==> config.mk <==
export PLATFORM = sky130hd
export DESIGN_NAME = pwm_pulse_decoder
export DESIGN_NICKNAME = d
export VERILOG_FILES = /design/src/rtl/pwm_pulse_decoder.sv
export SDC_FILE = /design/constraint.sdc
export NUM_CORES = 1
export LEC_CHECK = 0
export ABC_AREA = 1
export CAP_MARGIN = 15
export CORE_MARGIN = 3
export CORE_UTILIZATION = 57
export CTS_CLUSTER_SIZE = 30
export DETAILED_ROUTE_END_ITERATION = 10
export MAX_ROUTING_LAYER = met4
export PLACE_DENSITY = 0.77
export RECOVER_POWER = 50
export SYNTH_ARGS = -nofsm -noshare
export SYNTH_HDL_FRONTEND = slang
export SYNTH_SLANG_ARGS = --single-unit
==> constraint.sdc <==
create_clock -name CLK -period 1.6 [get_ports CLK]
set_input_delay 0.16 -clock CLK [delete_from_list [all_inputs] [get_ports CLK]]
set_output_delay 0.16 -clock CLK [all_outputs]
set_load 0.005 [all_outputs]
==> src/rtl/pwm_pulse_decoder.sv <==
// Servo-style PWM receiver: measures high time and maps it to a 5-bit motor code.
// Includes glitch rejection, over-width fault strobe and loss-of-signal timeout.
module pwm_pulse_decoder #(
    parameter int unsigned CNT_W         = 21,
    parameter int unsigned GLITCH_TICKS  = 500,
    parameter int unsigned MIN_TICKS     = 50000,
    parameter int unsigned STEP_TICKS    = 1563,
    parameter int unsigned MAX_TICKS     = 105000,
    parameter int unsigned TIMEOUT_TICKS = 1250000,
    parameter logic [4:0]  SAFE_CODE     = 5'd16
) (
    input  logic       CLK,
    input  logic       RST_N,
    input  logic       PWM_IN,
    output logic [4:0] MC,
    output logic       MC_VALID,
    output logic       LINK_OK,
    output logic       ERR_WIDTH
);

    typedef enum logic [1:0] {WAIT_LOW, IDLE, HIGH} state_e;

    localparam logic [CNT_W-1:0] ONE_C    = CNT_W'(1);
    localparam logic [CNT_W-1:0] GLITCH_C = CNT_W'(GLITCH_TICKS);
    localparam logic [CNT_W-1:0] MIN_C    = CNT_W'(MIN_TICKS);
    localparam logic [CNT_W-1:0] STEP_L_C = CNT_W'(STEP_TICKS - 1);
    localparam logic [CNT_W-1:0] MAX_C    = CNT_W'(MAX_TICKS);
    localparam logic [CNT_W-1:0] TO_C     = CNT_W'(TIMEOUT_TICKS);
    localparam logic [CNT_W-1:0] TO_M1_C  = CNT_W'(TIMEOUT_TICKS - 1);

    state_e           state_q, state_d;
    logic             s1_q, s2_q, s3_q;
    logic             rise_q, fall_q;
    logic [CNT_W-1:0] hcnt_q, hcnt_d;
    logic [CNT_W-1:0] step_q, step_d;
    logic [CNT_W-1:0] tcnt_q, tcnt_d;
    logic [4:0]       code_q, code_d;
    logic [4:0]       mc_q, mc_d;
    logic             mcv_q, mcv_d;
    logic             link_q, link_d;
    logic             err_q, err_d;
    logic             pulse_ok;

    // Edge strobes are registered; s3 is the line level aligned with them.
    always_ff @(posedge CLK or negedge RST_N) begin
        if (!RST_N) begin
            s1_q   <= 1'b1;
            s2_q   <= 1'b1;
            s3_q   <= 1'b1;
            rise_q <= 1'b0;
            fall_q <= 1'b0;
        end else begin
            s1_q   <= PWM_IN;
            s2_q   <= s1_q;
            s3_q   <= s2_q;
            rise_q <= s2_q & ~s3_q;
            fall_q <= ~s2_q & s3_q;
        end
    end

    always_ff @(posedge CLK or negedge RST_N) begin
        if (!RST_N) begin
            state_q <= WAIT_LOW;
        end else begin
            state_q <= state_d;
        end
    end

    always_comb begin
        state_d = state_q;
        unique case (state_q)
            WAIT_LOW: if (!s3_q) state_d = IDLE;
            IDLE:     if (rise_q) state_d = HIGH;
            HIGH: begin
                if (fall_q) state_d = IDLE;
                else if (hcnt_q == MAX_C) state_d = WAIT_LOW;
            end
            default:  state_d = WAIT_LOW;
        endcase
    end

    always_comb begin
        hcnt_d   = hcnt_q;
        step_d   = step_q;
        code_d   = code_q;
        mc_d     = mc_q;
        mcv_d    = 1'b0;
        link_d   = link_q;
        err_d    = 1'b0;
        pulse_ok = 1'b0;
        unique case (state_q)
            IDLE: begin
                if (rise_q) begin
                    hcnt_d = ONE_C;
                    step_d = '0;
                    code_d = 5'd0;
                end
            end
            HIGH: begin
                if (fall_q) begin
                    if (hcnt_q >= GLITCH_C) begin
                        pulse_ok = 1'b1;
                        mc_d     = (hcnt_q <= MIN_C) ? 5'd0 : code_q;
                    end
                end else if (hcnt_q == MAX_C) begin
                    err_d = 1'b1;
                end else if (s3_q) begin
                    hcnt_d = hcnt_q + ONE_C;
                    if (hcnt_q >= MIN_C) begin
                        if (step_q == STEP_L_C) begin
                            step_d = '0;
                            code_d = (code_q == 5'd31) ? code_q : code_q + 5'd1;
                        end else begin
                            step_d = step_q + ONE_C;
                        end
                    end
                end
            end
            default: ;
        endcase

        // A decoded pulse in the timeout cycle pre-empts the timeout.
        tcnt_d = (tcnt_q == TO_C) ? tcnt_q : tcnt_q + ONE_C;
        if (pulse_ok) begin
            tcnt_d = '0;
            mcv_d  = 1'b1;
            link_d = 1'b1;
        end else if (tcnt_q == TO_M1_C) begin
            mc_d   = SAFE_CODE;
            mcv_d  = 1'b1;
            link_d = 1'b0;
        end
    end

    always_ff @(posedge CLK or negedge RST_N) begin
        if (!RST_N) begin
            hcnt_q <= '0;
            step_q <= '0;
            code_q <= 5'd0;
            tcnt_q <= '0;
            mc_q   <= SAFE_CODE;
            mcv_q  <= 1'b0;
            link_q <= 1'b0;
            err_q  <= 1'b0;
        end else begin
            hcnt_q <= hcnt_d;
            step_q <= step_d;
            code_q <= code_d;
            tcnt_q <= tcnt_d;
            mc_q   <= mc_d;
            mcv_q  <= mcv_d;
            link_q <= link_d;
            err_q  <= err_d;
        end
    end

    assign MC        = mc_q;
    assign MC_VALID  = mcv_q;
    assign LINK_OK   = link_q;
    assign ERR_WIDTH = err_q;

endmodule
======== Word level (Yosys, flattened, before mapping) ========
Cells that the tools add are included.
storage, ports and cells
  input port bits ......................... 3
  output and inout bits ................... 8
  register bits after elaboration ......... 83
  word-level logic and storage cells ...... 92
cells by class
  eq/ne operators ......................... 17
  magnitude comparators ................... 3
  muxes and demuxes ....................... 43
  add/subtract/negate cells ............... 4
  bitwise logic cells ..................... 4
  reductions and logical operators ........ 7
operators with widths
  cell                   count
  $mux 21                12
  $pmux 21 s2            2
  $mux 5                 13
  $add 21x1->21 const B  3
  $eq 21x21->1 const B   2
  $eq 21x11->1 const B   1
  $eq 21x17->1 const B   1
  $ge 21x16->1 const B   1
  $ge 21x9->1 const B    1
  $le 21x16->1 const B   1
  $ne 2x2->1 const B     9
  $mux 1                 10
  $pmux 5 s2             1
  $mux 2                 4
  $reduce_and 8->1       1
  $pmux 2 s3             1
  $reduce_and 6->1       1
  $add 5x1->5 const B    1
  $eq 5x5->1 const B     1
  $reduce_and 5->1       1
  $reduce_bool 2->1      2
  $ne 3x3->1 const B     1
  $reduce_and 3->1       1
  $and 1x1->1            2
  4 further kinds        5

======== Logic depth before layout (Yosys ltp) ========
Gate-level depths: netlist (run 1).
  depth in word-level cells ............... 8
  gate-level depth with buffers ........... 13
  depth with buffers taken out ............ 11

======== Worst setup path after synthesis (run 1) ========
Ideal clock, no wire load.
  path kind ............................... register -> register
  start point ............................. register step_q[0]
  end point ............................... register step_q[12]
  period minus slack after synthesis ...... 1.667 ns
  setup time .............................. 0.074 ns
  setup slack ............................. -0.067 ns
  required time ........................... 1.526 ns
  cell stages (with the launch flop) ...... 8
  buffers on the path ..................... 0
  data arrival time ....................... 1.593 ns
  path through ............................ dfrtp_1 > ha_1 > inv_1 > nor2_4 > nand3_1 > xor2_1 > or2_2 > o21ai_2
on the way
  longest elaborated chain between the ends .. 7
  elaborated cells on any way between the ends .. 8
  classes of those cells .................. add/sub: 1; eq/ne: 1; mux: 6
RTL lines
  what                                                  line      source
  start, declared                                       35        logic [CNT_W-1:0] step_q, step_d;
  start signal, assigned                                147       step_q <= step_d;
  $add 21x1->21 / $eq 21x11->1 (equally long branches)  114, 110
  $mux 21 (*)                                           110       if (step_q == STEP_L_C) begin
  $mux 21 (*)                                           109       if (hcnt_q >= MIN_C) begin
  $mux 21 (*)                                           107       end else if (s3_q) begin
  $mux 21 (*)                                           105       end else if (hcnt_q == MAX_C) begin
  $mux 21 (*)                                           100       if (fall_q) begin
  $pmux 21 s2 (*)                                       91        unique case (state_q)
Mark *: on every way between the ends. The rest lies on a longest branch, timed or not. The select of a mux whose other input is x is not followed.
A chain may end at the register's enable or synchronous reset.

======== Final worst setup path (run 1) ========
  start point ............................. register hcnt_q[1]
  end point ............................... register step_q[7]
on the way
  longest elaborated chain between the ends .. 3
  elaborated cells on any way between the ends .. 5
  classes of those cells .................. order compare: 1; eq/ne: 3; reduce/logical: 1
RTL lines
  what                                                 line      source
  start, declared                                      34        logic [CNT_W-1:0] hcnt_q, hcnt_d;
  start signal, assigned                               146       hcnt_q <= hcnt_d;
  $ge 21x16->1 / $eq 21x17->1 (equally long branches)  109, 105
  $ne 2x2->1 (no source line)                          -
  $reduce_and 6->1 (no source line) (*)                -
Mark *: on every way between the ends. The rest lies on a longest branch, timed or not.

==> run_results.csv, run 1 <==
group,metric,value,unit
outcome,outcome,"finished, violations left",
outcome,violations,"negative setup slack",
sta,hold_slack,337.1,ps
worst_setup_path,rrSetupSlack,-170,ps
clock_network,cts_tree,"built",
synthesis,netlist_instances,743,
routing,drc_errors,0,
clock_network,path_clk_slew,90,ps
clock_network,clockBufferDepth,2,
synthesis,synth-edff-count,0,
worst_setup_path,arrival,2050,ps
grt,grt_pass1_wl,25130,µm
flow_run,max-cap-violations,0,
worst_setup_path,crit_path_end_kind,"flip-flop",
sta,fmax,565.6,MHz
grt,use_met2,52.34,%
synthesis,yosysSeqAreaShare,38.72,%
die,die_area,0.01063,mm²
sta,slew_viol_final,0,
worst_setup_path,path_max_fanout,5,
grt,grt_overflow_total,0,
synthesis,synthTopCellsByArea,"dfrtp_1 37%, nand2_1 13%, nor2_1 7.1%",
sta,worst_pin_slew,860.7,ps
finish,num_antenna_cells,0,
grt,grtUsageTotal,30.69,%
grt,grt_use_met1,36.39,%
hold_path,whs_endpoint,"s1_q$_DFF_PN1_",
synthesis,syn-cell-area,0.005376,mm²
clock_network,htreeDepth,3,
placement,routabilityCongestion,1.013,
sta,post-route-min-period,1768,ps
worst_setup_path,r2r_start,"hcnt_q[1]$_DFFE_PN0P_",
routing,route.vias.total,5807,
die,die_h,103.1,µm
grt,grt_pass1_vias,5540,
synthesis,netlist.area_leader.share,36.77,%
routing,wl_per_cell,16.74,µm
clock_network,cts_buffers,9,
die,die_w,103.1,µm
die,start_util,60.18,%
finish,nFillCells,536,
worst_setup_path,worstReg2RegEnd,"step_q[7]$_DFFE_PN0P_",
placement,place.port_buffers,10,
synthesis,synth_warnings,0,
pwr,p_per_area,727.0,mW/mm²
hold_path,hold_path.class,"primary input to flip-flop",
routing,dr.pass1.iters,6,
synthesis,yosysMostFrequentCell,"nand2_1",
die,pin_count,11,
routing,drtIter0Drc,438,
clock_network,clock_latency,360,ps
finish,drive_above_1_share,36.87,%
worst_setup_path,reg2reg_depth,11,
synthesis,synth_common_cells,"184 x nand2_1, 101 x nor2_1, 79 x dfrtp_1",
routing,viasPerCell,5.790,
finish,nNetsFinal,901,
synthesis,ys_seq_elements,83,
grt,top_usage_layer,"met2",
sta,setup_violations,52,
synthesis,synth_area_leader_cell,"dfrtp_1",
die,core_area,0.008934,mm²
synthesis,synth_fp_nets,754,
worst_setup_path,crit_type,"flip-flop to flip-flop",
placement,dp_hpwl,10850,µm
grt,grt_util_met3,5.277,%
die,num_rows,34,
sta,fin_worst_skew,7.702,ps
pwr,vdd_drop_max,0.6933,mV
sta,fin_crit_sh,110.5,%
hold_path,min-delay-start,"PWM_IN",
finish,utilization,82.42,%
sta,rsz0062_at_grt,"yes",
finish,area_delta_synth_final,36.96,%
synthesis,yosys.cell_types.count,37,
hold_path,hold_depth,1,
routing,wl,16790,µm
sta,tns,-5197,ps
synthesis,async_reset_ff_share,100.0,%
worst_setup_path,cp.required,1880,ps
sta,max-slew-margin-rel,42.62,%
grt,antenna_found_initial,0,
synthesis,syn_avg_cell_area,7.236,µm²
sta,hold_viol,0,
routing,ant_nets,0,
synthesis,synth_flop_cell,"dfrtp_1",
clock_network,cts.sinks,83,
grt,grt_max_degree,38,
sta,final.setup.worst_slack,-168.1,ps
pwr,p_leak,3.382,nW
clock_network,clock-root-buffer,"clkbuf_8",
worst_setup_path,start_kind,"flip-flop",
[routing by layer]
layer | wire, µm | part of all wire (%)
met5 | 0 | 0
met4 | 538 | 3.2
met3 | 1010 | 6.0
met2 | 8584 | 51
met1 | 6653 | 40
[where the power goes]
group	switching, mW	leakage [nW]	internal [mW]
Clock	0.826	0.0889	0.725
Combinational	0.913	2.19	0.634
Sequential	0.0741	1.10	2.18
Total	1.81	3.38	3.54
[metrics by stage]
step	total power [mW]	cell area, µm²	cells	setup slack, ps
detailed placement	3.397	6410	961	-64.65
floorplan	2.964	5393	743	3.437
global route	5.561	7363	1003	-230.5
global placement	3.353	6410	961	-61.46
finish	5.353	7363	1003	-168.1
CTS	4.989	6877	992	-58.10
[cells by family after synthesis]
kind of cell,synth area share (%)
XOR/XNOR,3.258
buffers and inverters,8.122
adder cells (fa/ha/maj),1.862
AO/OA/AOI/OAI,9.262
flip-flops,38.72
AND/OR/NAND/NOR,38.77
[critical path, stage by stage, from the launching register on]
cell,delay [ps]
dfrtp_1,420
inv_2,90
ha_4,130
nand2_1,100
nor3_2,150
nand3_2,120
nand2_4,140
nand2_8,110
nand2_4,170
buf_6,140
nand2_2,50
o21ai_2,60
[cell usage in the layout (no fill, tap or decap), types with 22 or more instances in the layout]
cell | netlist | final
nor2_1 | 101 | 80
inv_1 | 77 | 63
nand3_1 | 75 | 60
nand4_1 | 28 | 28
nand2_1 | 184 | 172
nand2_2 | 20 | 23
dfrtp_1 | 79 | 68
o21ai_2 | 21 | 24
nor2_2 | 4 | 22
buf_4 | 0 | 117
[area by class of cell]
| class | count | area (µm²) | share of cell area, % |
|---|---|---|---|
| Clock inverter | 6 | 66.31 | 0.9006 |
| Multi-Input combinational cell | 565 | 3297 | 44.77 |
| Timing Repair Buffer | 149 | 1329 | 18.05 |
| Tap cell | 108 | 135.1 | 1.835 |
| Sequential cell | 83 | 2096 | 28.46 |
| Inverter | 82 | 312.8 | 4.248 |
| Clock buffer | 10 | 127.6 | 1.733 |
[worst max path at each step]
stage | from | endpoint | cells after the start
CTS | step_q[0]$_DFFE_PN0P_ | code_q[1]$_DFFE_PN0P_ | 9
detailed placement | hcnt_q[11]$_DFFE_PN0P_ | step_q[6]$_DFFE_PN0P_ | 10
floorplan | step_q[0]$_DFFE_PN0P_ | code_q[0]$_DFFE_PN0P_ | 9
finish | hcnt_q[1]$_DFFE_PN0P_ | step_q[7]$_DFFE_PN0P_ | 11
global route | hcnt_q[1]$_DFFE_PN0P_ | step_q[7]$_DFFE_PN0P_ | 11
global placement | hcnt_q[6]$_DFFE_PN0P_ | hcnt_q[20]$_DFFE_PN0P_ | 9
[what timing repair did]
item	in CTS	in global routing
hold buffers	1	0
gates cloned	2	6
endpoints found under the hold margin	26	0
pin swaps	13	17
setup endpoints to repair	48	74
setup buffers	12	6
resized for setup	35	113
[sequential cells by signal (all words and copies together), names as in the netlist]
name,cells
code_q,5
MC_VALID,1
s1_q,1
s2_q,1
LINK_OK,1
rise_q,1
ERR_WIDTH,1
hcnt_q,21
fall_q,1
step_q,21
state_q,2
tcnt_q,21
s3_q,1
MC,5
Power figures use the tool's default switching activity.
==> inputs of run 2 (changes only) <==
GPL_ROUTABILITY_DRIVEN = 0   (was not set)
==> run 2 against run 1 <==
Critical path type unchanged. Sequential cell count unchanged. Non-clock buffer count decreased by 8. Sequential share of layout area increased by 0.25 points. The flow still finishes with violations (negative setup slack). Hold slack improved by 2.0 ps. Cell area decreased by 0.87%. Clock-buffer cell count increased by 1. First-iteration DRC count increased by 40%. Die area unchanged.
==> run_results.csv, run 2 (synthesis gave the netlist of run 1 again) <==
group,metric,value,unit
pwr,p_per_area,776.2,mW/mm²
clock_network,cts_tree,"built",
hold_path,hold_path.class,"primary input to flip-flop",
finish,regArea,0.002096,mm²
sta,final.setup.worst_slack,-196.2,ps
die,die_w,103.1,µm
routing,drtIter0Drc,615,
sta,max-slew-margin-rel,48.90,%
placement,dpl.cell_count,956,
worst_setup_path,arrival,2040,ps
pwr,total_power,5.666,mW
clock_network,cts.sinks,83,
pwr,clkPwrFrac,33.8,%
grt,grtUsageTotal,30.98,%
flow_run,max-cap-violations,0,
pwr,pwr-share-comb,26.1,%
sta,post-route-min-period,1796,ps
routing,wl_met2,8584,µm
finish,layout_common_cells,"178 x nand2_1, 109 x buf_4, 87 x nor2_1",
clock_network,path_clk_slew,100,ps
worst_setup_path,crit_type,"flip-flop to flip-flop",
outcome,violations,"negative setup slack",
finish,layout.cells.most_common,"nand2_1",
grt,grt_overflow_total,0,
pwr,power.internal,3.850,mW
worst_setup_path,cp.required,1850,ps
clock_network,cts_buffers,9,
worst_setup_path,worstReg2RegEnd,"step_q[17]$_DFFE_PN0P_",
pwr,vdd_drop_max,0.7969,mV
worst_setup_path,critPathCapture,"step_q[17]$_DFFE_PN0P_",
routing,wl_met3,1634,µm
placement,dp_hpwl,10740,µm
die,pin_count,11,
sta,fmax,556.7,MHz
sta,hold_slack,339.2,ps
grt,grt_max_degree,33,
pwr,p_leak,3.390,nW
routing,ant_nets,0,
routing,top_layer,"met4",
clock_network,clock-root-buffer,"clkbuf_8",
worst_setup_path,r2r_start,"hcnt_q[1]$_DFFE_PN0P_",
grt,grt_pass1_wl,25200,µm
routing,m1WireLength,6549,µm
worst_setup_path,rrSetupSlack,-200,ps
clock_network,clock_latency,360,ps
finish,num_antenna_cells,0,
worst_setup_path,reg2reg_depth,10,
grt,grt_pass1_vias,5444,
sta,fin_worst_skew,19.83,ps
finish,area_delta_synth_final,35.77,%
routing,wl,17920,µm
placement,placed_area,0.006385,mm²
clock_network,htreeDepth,3,
grt,antenna_found_initial,0,
pwr,switchingPower,1.816,mW
finish,final_cells,994,
sta,worst_pin_slew,766.5,ps
finish,nNetsFinal,892,
sta,fin_crit_sh,112.3,%
die,die_h,103.1,µm
routing,dr.pass1.iters,6,
worst_setup_path,start_kind,"flip-flop",
pwr,pwr-share-seq,40.2,%
worst_setup_path,crit_path_end_kind,"flip-flop",
routing,viasPerCell,6.065,
finish,drive_above_1_share,34.20,%
finish,top_regs,"hcnt_q (21), step_q (21), tcnt_q (21)",
die,core_area,0.008934,mm²
worst_setup_path,crit_start,"hcnt_q[1]$_DFFE_PN0P_",
routing,route.vias.total,6029,
worst_setup_path,path_max_fanout,7,
routing,drc_errors,0,
die,num_rows,34,
sta,slew_viol_final,0,
placement,place.port_buffers,10,
clock_network,clockBufferDepth,2,
die,die_area,0.01063,mm²
sta,setup_violations,76,
sta,rsz0062_at_grt,"yes",
die,start_util,60.18,%
routing,wl_per_cell,18.02,µm
finish,multiInputGateArea,0.003224,mm²
pwr,switching_share,32.05,%
finish,nFillCells,509,
outcome,outcome,"finished, violations left",
finish,final_area,0.007300,mm²
sta,hold_viol,0,
-- run 2: how the worst min path moves through the flow --
stage | start | depth (start not counted) | to | slack [ps]
global placement | RST_N | 1 | hcnt_q[4]$_DFFE_PN0P_ | 110
CTS | PWM_IN | 1 | s1_q$_DFF_PN1_ | 200
floorplan | RST_N | 0 | ERR_WIDTH$_DFF_PN0_ | -140
detailed placement | RST_N | 1 | hcnt_q[8]$_DFFE_PN0P_ | 110
finish | PWM_IN | 1 | s1_q$_DFF_PN1_ | 340
global route | PWM_IN | 1 | s1_q$_DFF_PN1_ | 330
-- run 2: worst max-delay path: stages (launching register included) --
cell and delay (ps):
dfrtp_1 450, inv_2 120, ha_4 130, nand2_2 50
nor3_2 190, nand3_2 130, nand2_4 120, nand2_8 110
nand2_8 150, clkbuf_16 170, o21ai_2 60
-- run 2: cell type report --
| class | count | area share (%) |
|---|---|---|
| well taps | 108 | 1.851 |
| flip-flops and latches | 83 | 28.71 |
| clock inverters | 5 | 1.474 |
| repair buffers | 141 | 17.45 |
| inverters | 82 | 4.320 |
| repair inverters | 1 | 0.08570 |
| clock buffers | 11 | 1.937 |
| multi-input cells | 563 | 44.17 |
-- run 2: repair_timing --
| action | 4_1_cts | 5_1_grt |
|---|---|---|
| resized for setup | 21 | 106 |
| gates cloned | 2 | 6 |
| endpoints found under the setup margin | 49 | 76 |
| pin swaps | 1 | 19 |
| buffers inserted | 7 | 7 |
| hold buffers | 1 | 0 |
| hold endpoints to repair | 23 | 0 |
-- run 2: per-stage QoR --
stage | TNS (ps) | worst slack [ps] | util, %
floorplan | 0 | 3.437 | -
global placement | -188.6 | -28.48 | 71.47
detailed placement | -1865 | -118.8 | 71.47
CTS | -1156 | -61.88 | 76.02
global route | -13770 | -238.3 | 81.71
finish | -9801 | -196.2 | 81.71
-- run 2: power by group through the flow --
| stage | clock network (mW) | registers [mW] | logic, mW |
|---|---|---|---|
| final | 1.91 | 2.28 | 1.48 |
| after global routing | 2.00 | 2.28 | 1.55 |
| after CTS | 1.91 | 2.26 | 1.22 |
| after detailed placement | 0 | 2.30 | 1.11 |
| after global placement | 0 | 2.29 | 1.07 |
| after floorplan | 0 | 2.31 | 0.656 |
-- run 2: routing by layer --
layer / vias up / GRT usage [%]
li1: 2692 / -
met1: 2768 / 37.71
met2: 438 / 52.10
met3: 131 / 4.871
met4: 0 / 11.16
met5: - / -
